--- config.mk ---
export PLATFORM = sky130hd
export DESIGN_NAME = multi_input_conditioner
export DESIGN_NICKNAME = d
export VERILOG_FILES = /design/src/rtl/multi_input_conditioner.sv
export SDC_FILE = /design/constraint.sdc
export NUM_CORES = 1
export LEC_CHECK = 0
export CAP_MARGIN = 10
export CORE_UTILIZATION = 40
export DETAILED_ROUTE_END_ITERATION = 8
export PLACE_DENSITY = 0.7
export SYNTH_ARGS = -nofsm -noshare
export SYNTH_HDL_FRONTEND = slang
export SYNTH_SLANG_ARGS = --single-unit
--- constraint.sdc ---
create_clock -name clk -period 1.8 [get_ports clk]
set_input_delay 0.36 -clock clk [delete_from_list [all_inputs] [get_ports clk]]
set_output_delay 0.36 -clock clk [all_outputs]
set_load 0.1 [all_outputs]
--- src/rtl/multi_input_conditioner.sv ---
// Multi-channel input conditioner: synchronizer, counter debouncer, edge strobes
// and sticky, acknowledgeable event flags that are ORed into one interrupt line.
module multi_input_conditioner #(
    parameter int CHANNELS    = 4,
    parameter int SYNC_STAGES = 2,
    parameter int WAITTIME    = 3
) (
    input  logic                clk,
    input  logic                reset_n,
    input  logic [CHANNELS-1:0] noisysignal,
    input  logic [CHANNELS-1:0] rise_en,
    input  logic [CHANNELS-1:0] fall_en,
    input  logic [CHANNELS-1:0] ack,
    output logic [CHANNELS-1:0] conditioned,
    output logic [CHANNELS-1:0] positiveedge,
    output logic [CHANNELS-1:0] negativeedge,
    output logic [CHANNELS-1:0] event_pending,
    output logic                irq
);

    localparam int CNT_W = $clog2(WAITTIME + 1);
    localparam logic [CNT_W-1:0] WAIT_MAX = CNT_W'(WAITTIME);
    localparam logic [CNT_W-1:0] CNT_ONE  = CNT_W'(1);

    logic [SYNC_STAGES-1:0] sync_r    [CHANNELS];
    logic [CNT_W-1:0]       cnt_r     [CHANNELS];
    logic [CNT_W-1:0]       cnt_nxt_s [CHANNELS];
    logic [CHANNELS-1:0]    synced_s;
    logic [CHANNELS-1:0]    expire_s;
    logic [CHANNELS-1:0]    accept_rise_s;
    logic [CHANNELS-1:0]    accept_fall_s;
    logic [CHANNELS-1:0]    set_s;

    // Debounce decision per channel, using the pre-edge synchronized sample.
    always_comb begin
        synced_s      = '0;
        expire_s      = '0;
        accept_rise_s = '0;
        accept_fall_s = '0;
        set_s         = '0;
        for (int i = 0; i < CHANNELS; i++) begin
            cnt_nxt_s[i] = '0;
        end
        for (int i = 0; i < CHANNELS; i++) begin
            synced_s[i]      = sync_r[i][SYNC_STAGES-1];
            expire_s[i]      = (synced_s[i] != conditioned[i]) && (cnt_r[i] == WAIT_MAX);
            accept_rise_s[i] = expire_s[i] & synced_s[i];
            accept_fall_s[i] = expire_s[i] & ~synced_s[i];
            set_s[i]         = (accept_rise_s[i] & rise_en[i]) | (accept_fall_s[i] & fall_en[i]);
            // Any agreeing sample restarts the count, so short glitches never accumulate.
            if (synced_s[i] == conditioned[i]) begin
                cnt_nxt_s[i] = '0;
            end else if (expire_s[i]) begin
                cnt_nxt_s[i] = '0;
            end else begin
                cnt_nxt_s[i] = cnt_r[i] + CNT_ONE;
            end
        end
    end

    // Synchronizer chains and debounce counters.
    always_ff @(posedge clk) begin
        if (!reset_n) begin
            for (int i = 0; i < CHANNELS; i++) begin
                sync_r[i] <= '0;
                cnt_r[i]  <= '0;
            end
        end else begin
            for (int i = 0; i < CHANNELS; i++) begin
                sync_r[i] <= {sync_r[i][SYNC_STAGES-2:0], noisysignal[i]};
                cnt_r[i]  <= cnt_nxt_s[i];
            end
        end
    end

    // Registered level, edge strobes and sticky flags; a set beats a coincident ack.
    always_ff @(posedge clk) begin
        if (!reset_n) begin
            conditioned   <= '0;
            positiveedge  <= '0;
            negativeedge  <= '0;
            event_pending <= '0;
        end else begin
            conditioned   <= conditioned ^ expire_s;
            positiveedge  <= accept_rise_s;
            negativeedge  <= accept_fall_s;
            event_pending <= set_s | (event_pending & ~ack);
        end
    end

    assign irq = |event_pending;

endmodule
# == Word-level counts from Yosys, hierarchy flattened ==
# Memory sizes are Yosys's and may differ from the RTL's.
# Index checks and enable logic that the tools add are counted.
# totals
regBits,16
latch_bits,0
ram_bits,16
rom_bits,0
input_bits,18
word_cells,81
mem_count,2
# op_classes
add_sub_neg,4
n_mul,0
div_mod_pow,0
magnitude_cmp,0
n_eq_ne,12
shift,0
muxes,18
n_bitwise,36
n_reduce_logical,5
# mem_list
memory,words,word_bits,rd,rd_ports_with_merged_regs,wr,line,source
cnt_r,4,2,4,0,4,26,logic [CNT_W-1:0] cnt_r [CHANNELS];
sync_r,4,2,4,0,4,25,logic [SYNC_STAGES-1:0] sync_r [CHANNELS];
# op_table
operator,count
$mux 2,16
$and 1x1->1,16
$or 1x1->1,12
$add 2x1->2 const B,4
$eq 2x2->1 const B,4
$and 4x4->4,1
$eq 1x1->1,4
$logic_and 1x1->1,4
$ne 1x1->1,4
$not 1->1,4
$not 4->4,1
$or 4x4->4,1
$reduce_or 4->1,1
$xor 4x4->4,1
$mux 1,2

# == Logic depth before layout (Yosys ltp) ==
# depth
ltp_word,6
ltp_mapped,4
depth_no_buf,3

# == Least setup slack after synthesis ==
# Ideal clock, no wire load.
# synth_path
path_type,reg-to-output
start,register event_pending[1]
end,output irq
arrival_ns,1.777
path_slack_ns,-0.337
stages_incl_launch_ff,2
n_path_buf,0
path_cell_list,dfxtp_1 or4_1
# synth_via
elab_chain_len,1
# synth_rtl
element,line,source
"start, declared",17,"output logic [CHANNELS-1:0] event_pending,"
"start signal, assigned",87,event_pending <= set_s | (event_pending & ~ack);
$reduce_or 4->1,91,assign irq = |event_pending;
"end, declared",18,output logic irq
# Every way passes these cells.

# == Worst setup path after layout ==
# layout_path
start,register event_pending[3]
end,output irq
# Same word-level chain as after synthesis.

==> flow_metrics.py <==
metrics = {
    "run_status": {
        "status": "complete, no violations",
    },
    "min_path": {
        "hp-class": "flop to flop",
        "worstHoldStart": "cnt_r[1][0]",
    },
    "grt": {
        "overflow": 0,
        "grt_util_all_layers_pct": 15.86,
        "grt_antenna_before_repair": 0,
        "grt_max_degree": 29,
        "grt_pass1_wl_um": 3567,
        "first_global_vias": 798,
    },
    "routing": {
        "drt-pass1-iter-count": 2,
        "drc": 0,
        "wire_per_inst_um": 12.18,
        "ant_nets": 0,
        "drt_wl_total_um": 2095,
        "drt-initial-drc-count": 12,
        "viasPerCell": 4.895,
        "vias": 842,
    },
    "clock_tree": {
        "cts_tree": "yes",
        "cts_buffers": 5,
        "clkLatencyLatePin_ns": 0.33,
        "cts_max_path_buffers": 2,
        "cts.sinks": 32,
        "cts_hold_buf": 0,
        "clkTransAtPathRegs_ns": 0.09,
        "h-tree-depth": 2,
        "root_buffer": "clkbuf_4",
    },
    "critical_path": {
        "crit_required_ns": 1.44,
        "cp.arrival_ns": 1.41,
        "worstSetupStartpointType": "flop",
        "crit_start": "event_pending[3]",
        "ff2ff_setup_slack_ns": 0.75,
        "r2r-end": "cnt_r[3][1]",
        "crit_path_end": "irq",
        "ff2ff_path_depth": 2,
        "worstPathMaxFanout": 2,
        "critPathCaptureType": "primary output",
        "setup.worst_path.class": "flop to primary output",
    },
    "power_and_ir_drop": {
        "internal-power_w": 0.001057,
        "leakagePower_nw": 0.6491,
        "swShare_pct": 19.70,
        "power_frac_comb_pct": 5.0,
        "p_per_area_nw_per_um2": 738.1,
        "p_sw_w": 0.0002592,
        "ir_worst_vdd_uv": 528.9,
        "p_seq_share_pct": 55.1,
        "clkPwrFrac_pct": 39.9,
        "power_w": 0.001316,
    },
    "sta": {
        "post-route-period-util_pct": 98.31,
        "skew_ns": 0.005904,
        "setup_viol": 0,
        "fmax_ghz": 0.5651,
        "worstMarginPinSlew_ns": 0.3098,
        "tns_ns": 0,
        "hold_viol": 0,
        "slew_viol_final": 0,
        "relSlewSlack_pct": 79.32,
        "rsz0062_at_grt": "yes",
        "period_needed_ns": 1.770,
    },
    "floorplanning": {
        "rows": 19,
        "start_util_pct": 42.06,
        "die_x_um": 55.62,
        "die-area_sq_um": 3093,
        "core-area_sq_um": 2734,
        "ios": 35,
        "die_h_um": 55.62,
    },
    "yosys": {
        "syn_inst": 100,
        "synth_area_leaders": "dfxtp_1 (56%), nand3b_1 (5.2%), nor3b_1 (5.2%)",
        "netlist.area_leader.share_pct": 55.71,
        "yosysWarnings": 0,
        "ys_seq_area_share_pct": 55.71,
        "synth_area_leader_cell": "dfxtp_1",
        "avgSynthCellArea_sq_um": 11.50,
        "syn_nets": 122,
        "synth_seq_cells": 32,
        "synth_area_sq_um": 1150,
        "synth.distinct_cells": 17,
    },
    "placed_design": {
        "portBuffers": 34,
        "dp_hpwl_um": 1511,
        "dpl_cell_area_sq_um": 1697,
        "gp_congestion": 0.7070,
    },
    "layout": {
        "drive_gt1_share_pct": 23.40,
        "area_growth_pct": 55.06,
        "n_antenna_cell": 0,
        "nNetsFinal": 162,
        "fin_area_sq_um": 1783,
    },
    "job": {
        "timing.max_cap.violations": 0,
    },
}
-- power groups by stage --
stage / Clock, W / Combinational, W / Sequential [W]
floorplan: 0 / 0.0000268 / 0.000741
global placement: 0 / 0.0000649 / 0.000742
detailed placement: 0 / 0.0000668 / 0.000743
CTS: 0.000546 / 0.0000671 / 0.000725
global route: 0.000584 / 0.0000712 / 0.000727
finish: 0.000525 / 0.0000660 / 0.000725
-- worst max-delay path: stages (launching register included) --
cell and delay [ns]:
dfxtp_4 0.36, or4_4 0.54, buf_12 0.18
-- per-stage QoR --
| stage | cells | utilization [%] | setup slack, ns | hold WS [ns] |
|---|---|---|---|---|
| floorplan | 100 | - | 0.0009842 | 0.4067 |
| global placement | 163 | 62.06 | 0.3411 | 0.4152 |
| detailed placement | 163 | 62.06 | 0.3161 | 0.4234 |
| CTS | 172 | 65.22 | 0.01226 | 0.4406 |
| global route | 172 | 65.22 | -0.01676 | 0.4505 |
| finish | 172 | 65.22 | 0.03040 | 0.4351 |
-- metal layers --
layer / track usage (%) / vias up / share of wire, % / wire length (um)
met3: 8.605 / 7 / 7.7 / 161
met5: 0 / - / 0 / 0
met4: 10.71 / 0 / 3.0 / 63
met2: 23.24 / 27 / 46 / 956
li1: - / 428 / - / -
met1: 17.59 / 380 / 44 / 913
-- timing repair --
action / in CTS / in global routing
buffers inserted: 1 / 0
resized for setup: 1 / 0
setup endpoints to repair: 1 / 1
-- placed cells by master, fill, tap and decap left out --
cell,instances
dfxtp_1,30
clkdlybuf4s50_1,17
buf_12,17
nand2_1,8
nor3b_1,8
and2_1,8
nand3b_1,8
clkbuf_4,5
xnor2_1,4
nor4b_1,4
mux2i_1,4
nor2b_1,4
o21a_1,4
o21ai_0,4
and4bb_2,4
ha_1,4
buf_4,2
or4_4,1
bufinv_16,1
clkinv_2,1
clkbuf_1,1
dfxtp_2,1
dfxtp_4,1
-- logic make-up after synthesis --
group | Yosys count | synth area share (%)
compound gates | 8 | 4.353
xor+xnor | 4 | 3.046
fa+ha+maj | 4 | 4.353
buf+inv | 3 | 1.414
flops | 32 | 55.71
mux | 4 | 3.482
simple gates | 45 | 27.64
-- cells in the mapped netlist --
master / count
clkbuf_2: 1
nor3b_1: 8
and2_1: 8
mux2i_1: 4
and4bb_2: 4
or4_1: 1
nor4b_1: 4
nand2_1: 8
o21a_1: 4
dfxtp_1: 32
nor2b_1: 4
ha_1: 4
nand3b_1: 8
xnor2_1: 4
o21ai_0: 4
buf_4: 1
clkbuf_1: 1
-- how the worst min path moves through the flow --
stage	to	cells past startpoint	slack (ns)
floorplan	cnt_r[0][0]	1	0.41
global placement	cnt_r[2][0]	1	0.42
detailed placement	sync_r[0][5]	1	0.42
CTS	cnt_r[0][0]	1	0.44
global route	cnt_r[1][0]	1	0.45
finish	cnt_r[1][0]	1	0.44
-- final cells by class --
cell class | count | area [sq um]
Sequential cell | 32 | 645.6
Timing Repair Buffer | 36 | 525.5
Multi-Input combinational cell | 65 | 496.7
Clock inverter | 2 | 35.03
Tap cell | 31 | 38.79
Clock buffer | 6 | 41.29
Fill cell | 228 | 950.9
No activity file was read; power rests on OpenSTA's default activity.
